`config.mk`:
```
export PLATFORM = sky130hd
export DESIGN_NAME = term_packer
export DESIGN_NICKNAME = d
export VERILOG_FILES = /design/src/rtl/term_packer.sv
export SDC_FILE = /design/constraint.sdc
export NUM_CORES = 1
export LEC_CHECK = 0
export ABC_AREA = 0
export BUFFER_PORTS_ARGS = -buffer_cell sky130_fd_sc_hd__clkbuf_2
export CORE_MARGIN = 2
export CORE_UTILIZATION = 35
export DETAILED_ROUTE_END_ITERATION = 16
export GPL_TIMING_DRIVEN = 0
export SLEW_MARGIN = 40
export SYNTH_ARGS = -nofsm -noshare
export SYNTH_HDL_FRONTEND = slang
export SYNTH_SLANG_ARGS = --single-unit
```
`constraint.sdc`:
```
create_clock -name clk -period 3.6 [get_ports clk]
set_clock_uncertainty 0.15 [all_clocks]
set_input_delay 0.36 -clock clk [delete_from_list [all_inputs] [get_ports clk]]
set_output_delay 0.36 -clock clk [all_outputs]
set_load 0.005 [all_outputs]
```
`src/rtl/term_packer.sv`:
```
// term_packer: collects up to NUM_ELEMENTS input words into a frame of
// BIT_LEN-wide terms for a downstream summer. It fills the frame, then holds
// it until the summer accepts it.
//
// Build option: define TERM_PACKER_SIGN_EXT_EN to sign-extend words. When it
// is not defined, words are zero-extended. Padding slots left by an early
// close are always 0.
//
// Handshakes: a transfer happens on a rising edge where valid and ready are
// both 1. Valid never waits on ready. A source that raises valid holds its
// data stable until the transfer happens.
//   - Input side: in_valid/in_ready carry in_word and in_last.
//   - Output side: out_valid/out_ready carry terms and out_count.
//   - out_valid is a pure register output.
//   - in_ready passes out_ready straight through while a frame is held. This
//     lets the release cycle also take the first word of the next frame.
module term_packer #(
  parameter int NUM_ELEMENTS = 9,
  parameter int WORD_LEN     = 16,
  parameter int BIT_LEN      = 20
) (
  input  logic                              clk,
  input  logic                              rst_n,
  input  logic                              in_valid,
  output logic                              in_ready,
  input  logic [WORD_LEN-1:0]               in_word,
  input  logic                              in_last,
  output logic                              out_valid,
  input  logic                              out_ready,
  output logic [BIT_LEN-1:0]                terms [NUM_ELEMENTS],
  output logic [$clog2(NUM_ELEMENTS+1)-1:0] out_count,
  output logic                              state_dbg_o
);

  localparam int CNT_W = $clog2(NUM_ELEMENTS + 1);

  typedef enum logic {
    FILL = 1'b0,
    HOLD = 1'b1
  } state_e;

  // Reject configurations where a full frame of words could overflow a term.
  if (NUM_ELEMENTS < 2) begin : g_chk_num
    $error("term_packer: NUM_ELEMENTS must be at least 2");
  end
  if (BIT_LEN < WORD_LEN + $clog2(NUM_ELEMENTS)) begin : g_chk_width
    $error("term_packer: BIT_LEN must be >= WORD_LEN + clog2(NUM_ELEMENTS)");
  end

  // Widen one raw word to a term.
  function automatic logic [BIT_LEN-1:0] extend(input logic [WORD_LEN-1:0] w);
`ifdef TERM_PACKER_SIGN_EXT_EN
    return BIT_LEN'($signed(w));
`else
    return BIT_LEN'(w);
`endif
  endfunction

  state_e               state_q, state_d;
  logic [CNT_W-1:0]     count_q, count_d;
  logic [BIT_LEN-1:0]   terms_q [NUM_ELEMENTS];
  logic [BIT_LEN-1:0]   terms_d [NUM_ELEMENTS];

  logic                 take;
  logic                 last_slot;
  logic [BIT_LEN-1:0]   word_ext;

  assign take      = in_valid && in_ready;
  assign last_slot = (count_q == CNT_W'(NUM_ELEMENTS - 1));
  assign word_ext  = extend(in_word);

  // Handshake and frame outputs, all derived from registered state.
  assign in_ready    = (state_q == FILL) || out_ready;
  assign out_valid   = (state_q == HOLD);
  assign out_count   = out_valid ? count_q : '0;
  assign terms       = terms_q;
  assign state_dbg_o = state_q;

  // Next-state logic: fill slots in order, hold the frame, and clear it on release.
  always_comb begin
    state_d = state_q;
    count_d = count_q;
    terms_d = terms_q;
    case (state_q)
      FILL: begin
        if (take) begin
          // count_q doubles as the write index and stays below NUM_ELEMENTS here.
          for (int i = 0; i < NUM_ELEMENTS; i++) begin
            if (count_q == CNT_W'(i)) begin
              terms_d[i] = word_ext;
            end
          end
          count_d = count_q + CNT_W'(1);
          if (in_last || last_slot) begin
            state_d = HOLD;
          end
        end
      end
      HOLD: begin
        if (out_ready) begin
          // Clear every slot so that an early close in the next frame pads with 0.
          for (int i = 0; i < NUM_ELEMENTS; i++) begin
            terms_d[i] = '0;
          end
          count_d = '0;
          state_d = FILL;
          if (take) begin
            // A word taken on the release cycle opens the next frame.
            terms_d[0] = word_ext;
            count_d    = CNT_W'(1);
            if (in_last) begin
              state_d = HOLD;
            end
          end
        end
      end
      default: begin
        state_d = FILL;
      end
    endcase
  end

  // State register. Reset drops any partial or held frame.
  always_ff @(posedge clk) begin
    if (!rst_n) begin
      state_q <= FILL;
      count_q <= '0;
      for (int i = 0; i < NUM_ELEMENTS; i++) begin
        terms_q[i] <= '0;
      end
    end else begin
      state_q <= state_d;
      count_q <= count_d;
      for (int i = 0; i < NUM_ELEMENTS; i++) begin
        terms_q[i] <= terms_d[i];
      end
    end
  end

  // A frame that is presented but not yet accepted stays presented and unchanged.
  a_hold_stable : assert property (@(posedge clk) disable iff (!rst_n)
    (out_valid && !out_ready) |=> (out_valid && $stable(out_count)));

  // The write index never runs past the frame.
  a_count_range : assert property (@(posedge clk) disable iff (!rst_n)
    count_q <= CNT_W'(NUM_ELEMENTS));

endmodule

```
# Yosys cells after proc, flatten, opt, wreduce, memory -nomap -nowiden
# Cells that the tools add are included.
[totals]
reg_bits = 185
ram_bits = 0
romBits = 0
mem_count = 0
latch_bits = 0
wordCells = 70
out_inout_bits = 187
inputBits = 21
[op_classes]
n_mul = 0
n_eq_ne = 19
mux = 24
n_reduce_logical = 14
order_cmp = 0
add_sub_neg = 1
bitwise_logic = 1
shifts = 0
n_div = 0
[op_table]
columns = ["operator", "count"]
rows = [
  ["180-bit two-way mux", 2],
  ["180-bit case mux with 2 select lines", 1],
  ["20-bit two-way mux", 9],
  ["3-bit AND reduction", 9],
  ["4-bit by 3-bit == test with 1-bit output (second input constant)", 4],
  ["16-bit two-way mux", 1],
  ["2-bit by 1-bit inequality test with 1-bit output (second input constant)", 8],
  ["4-bit two-way mux", 3],
  ["4-bit by 2-bit == test with 1-bit output (second input constant)", 2],
  ["4-bit case mux with 2 select lines", 1],
  ["1-bit two-way mux", 6],
  ["2-bit inequality test (second input constant)", 3],
  ["4-bit by 1-bit adder with 4-bit output (second input constant)", 1],
  ["4-bit by 1-bit == test with 1-bit output (second input constant)", 1],
  ["4-bit == test (second input constant)", 1],
  ["4-bit zero test", 1],
  ["1-bit logical OR", 2],
  ["1-bit case mux with 2 select lines", 1],
  ["2-bit AND reduction", 1],
  ["1-bit logical AND", 1],
  ["1-bit NOT", 1],
]

# Logic depth before layout (Yosys ltp)
[logic_depth]
depth_word = 6
mapped_depth = 7
mapped_depth_nobuf = 5

# Least setup slack after synthesis
# OpenSTA, ideal clock, no wires.
[synth_path]
path_kind = "register -> register"
start = "register count_q[0]"
end = "register terms_q (netlist bit terms[10])"
period_less_slack_ps = 1737
path_buffers = 2
setup_time_ps = 70
arrival_time_ps = 1516
required_ps = 3380
slack_ps = 1863
stages_incl_launch_ff = 8
cell_sequence = "dfxtp_1 > inv_1 > ha_1 > buf_2 > inv_1 > clkbuf_1 > o211ai_1 > a21oi_1"
[synth_between]
elab_chain_len = 3
[synth_rtl]
columns = ["element", "line", "source"]
rows = [
  ["from (decl)", "60", "logic [CNT_W-1:0] count_q, count_d;"],
  ["from (signal assigned)", "133", "count_q <= count_d;"],
  ["4-bit == test", "89", "if (count_q == CNT_W'(i)) begin"],
  ["2-bit inequality test (no line)", "--", ""],
  ["3-bit AND reduction (no line)", "--", ""],
  ["to (signal, indexed assignment)", "135", "terms_q[i] <= terms_d[i];"],
  ["to (decl)", "61", "logic [BIT_LEN-1:0] terms_q [NUM_ELEMENTS];"],
]
# No other way between the ends.
# A chain may end at the register's enable or synchronous reset.

# Worst setup path in the final report
[layout_path]
start = "register count_q[0]"
end = "register terms_q (netlist bit terms[9])"
# The elaborated chain is that of the path after synthesis.

==> reports/qor.txt <==
Die Span Y -> 136 microns
FFs w/ async S/R, synth -> 0
area leader, netlist -> dfxtp_1
Placed Area -> 0.00739 sq mm
CTS Root Cell -> clkbuf_16
startpoint types -> flop
area grow syn2layout -> 30.7%
Synth Instances -> 613
CTS H-tree lvls -> 4
DR iter-0 viols -> 201
# placed instances -> 1042
number of port buffers -> 169
Final Max Tran Viols -> 0
Post-route DRC -> 0
setup repair bufs after CTS -> 0
crit path DAT -> 2.33 ns
Hold Crit Class -> in2reg
Yosys reg bits -> 149
top_reg_cell synth -> dfxtp_1
Gates resized, CTS repair -> 0
unrepaired setup endpoints after global routing -> false
GPL Wtd Cong -> 0.768
Vias/cell -> 4.55
critical path endpoint category -> flop
CTS tree -> done
crit path buf inv count -> 4
Clock Sinks -> 149
Leakage -> 4.24 nW
CTS Hold Bufs -> 0
core region area -> 0.0172 sq mm
Reg clk slew, reported paths -> 0.06 ns
post-route minimum period -> 2.14 ns
max-capacitance violation count -> 0
Worst path max stage delay -> 0.46 ns
Hold Vio Cnt, Final -> 0
top-area cell type share of the netlist area -> 0.486
top cells by count, synth -> dfxtp_1 (149), nand2_1 (148), mux2i_1 (128), buf_4 (40), nand3_1 (32)
Rows -> 48
Synth Area per Inst -> 10.0 sq um
Initial Utilization -> 0.356
critical path's most frequent cell -> inv_1
Die Wd -> 136 microns
largest net degree at the start of global routing -> 17
outcome -> completed
Seq/Total Area, Yosys -> 0.486
share of cells above drive strength 1 -> 0.330
Die Footprint -> 0.0186 sq mm
initial antenna violation count -> 0
Critical Path Fanout Max -> 10
DR pass1 iterations -> 4
Cell Area, Synth -> 0.00613 sq mm
setup TNS -> 0 ns
count leader, synth -> dfxtp_1
Yosys warning count -> 0
post-route ant nets -> 0
Layout Cells excl Fill -> 1074
vias in the first global route -> 4665
final setup violation count -> 0
total track usage -> 0.183
Area contributors post-synth -> dfxtp_1 (49%), mux2i_1 (21%), nand2_1 (9.1%)
CTS Buf Count -> 17
vias -> 4889
Max stage delay cell, worst path -> dfxtp_1
Final HPWL DP -> 12.6 mm
# diodes -> 0
delay-heaviest family, CP -> buffers and inverters
CP Data Required Time -> 3.79 ns
Final Instance Area -> 0.00802 sq mm
Post-synth EDFFs -> 0
CP cell instances -> inv_1, ha_1, buf_2, inv_1, clkbuf_1, o211ai_1, a21oi_1
worst ir drop on vdd -> 0.333 mV
Worst-Skew Late Latency -> 0.42 ns
Slew HR -> 0.630
fmax -> 0.468 GHz
transition time of the tightest slew-check pin -> 0.554 ns
routed wire length -> 16.8 mm
Yosys cell types -> 34
Period Utilization, post-route -> 0.594
WL per Instance -> 15.7 microns
wire length of the first global-routing pass -> 25.6 mm
grt total ovfl -> 0
Final nets -> 861
clk buf depth -> 2
crit path kind -> reg2reg
Power per Cell Area -> 485 mW/mm^2
I/O pins -> 208
==> stage by stage <==
stage | hold WS, ns | total power [mW] | utilization | setup WS, ns
floorplan | 0.301 | 1.94 | - | 1.86
global placement | 0.294 | 2.05 | 0.429 | 1.49
detailed placement | 0.296 | 2.05 | 0.429 | 1.50
CTS | 0.0444 | 3.92 | 0.465 | 1.47
global route | 0.0605 | 4.02 | 0.465 | 1.30
finish | 0.0613 | 3.89 | 0.465 | 1.46
==> worst paths after layout <==
path,slack (ns),start,cells after the start,end
worst max-delay path,1.46,count_q[0],7,terms[9]
worst min-delay path,0.06,in_word[3],3,terms[3]
worst max register to register,1.46,count_q[0],7,terms[9]
worst min register to register,0.31,terms[167],2,terms[167]
==> routing by layer <==
metal	global-route usage	up-vias	wire length, microns
met5	0	-	0
met4	0.0590	0	235
met3	0.0652	19	1360
met2	0.281	180	7500
met1	0.239	2236	7720
li1	-	2454	-
==> layout by cell type (no fill, tap or decap), types with 7 or more instances in the layout <==
| cell | netlist | routed |
|---|---|---|
| buf_6 | 10 | 10 |
| buf_2 | 19 | 19 |
| mux2i_1 | 128 | 128 |
| o211ai_1 | 16 | 16 |
| nand2_1 | 148 | 148 |
| clkbuf_2 | 1 | 170 |
| nand3_4 | 7 | 7 |
| buf_4 | 40 | 40 |
| clkbuf_16 | 0 | 17 |
| clkbuf_1 | 10 | 11 |
| a21oi_1 | 18 | 18 |
| dfxtp_1 | 149 | 149 |
| conb_1 | 1 | 36 |
| nand3_1 | 32 | 32 |
==> sequential cells by signal (all words and copies together), names as in the netlist <==
name,cells
count_q,4
out_valid,1
terms,144
==> logic make-up (layout without fill, tap and decap cells) <==
logic type,Yosys count,after routing,synth area share
mux,129,129,0.211
fa+ha+maj,4,4,0.00816
buf+inv,84,285,0.0922
flops,149,149,0.486
other cells,1,36,0.000611
compound gates,43,43,0.0473
simple gates,203,203,0.154
==> tightest hold or removal path, cell delays in order <==
cell      delay (ns)
clkbuf_2        0.11
nand3_1         0.07
a21oi_1         0.05
==> cell type report <==
type | instances | area, sq um
plain buffers | 80 | 551
clock buffers | 19 | 443
clock inverters | 13 | 181
fillers | 1696 | 9220
inverters | 4 | 15.0
multi-input cells | 415 | 2720
flip-flops and latches | 149 | 2980
well taps | 225 | 282
repair buffers | 169 | 846
==> power by group <==
group | total (mW) | internal (mW) | switching [mW]
clock network | 1.88 | 1.18 | 0.699
registers | 1.70 | 1.68 | 0.0192
logic | 0.311 | 0.120 | 0.191
(Power assumes the default switching activity.)
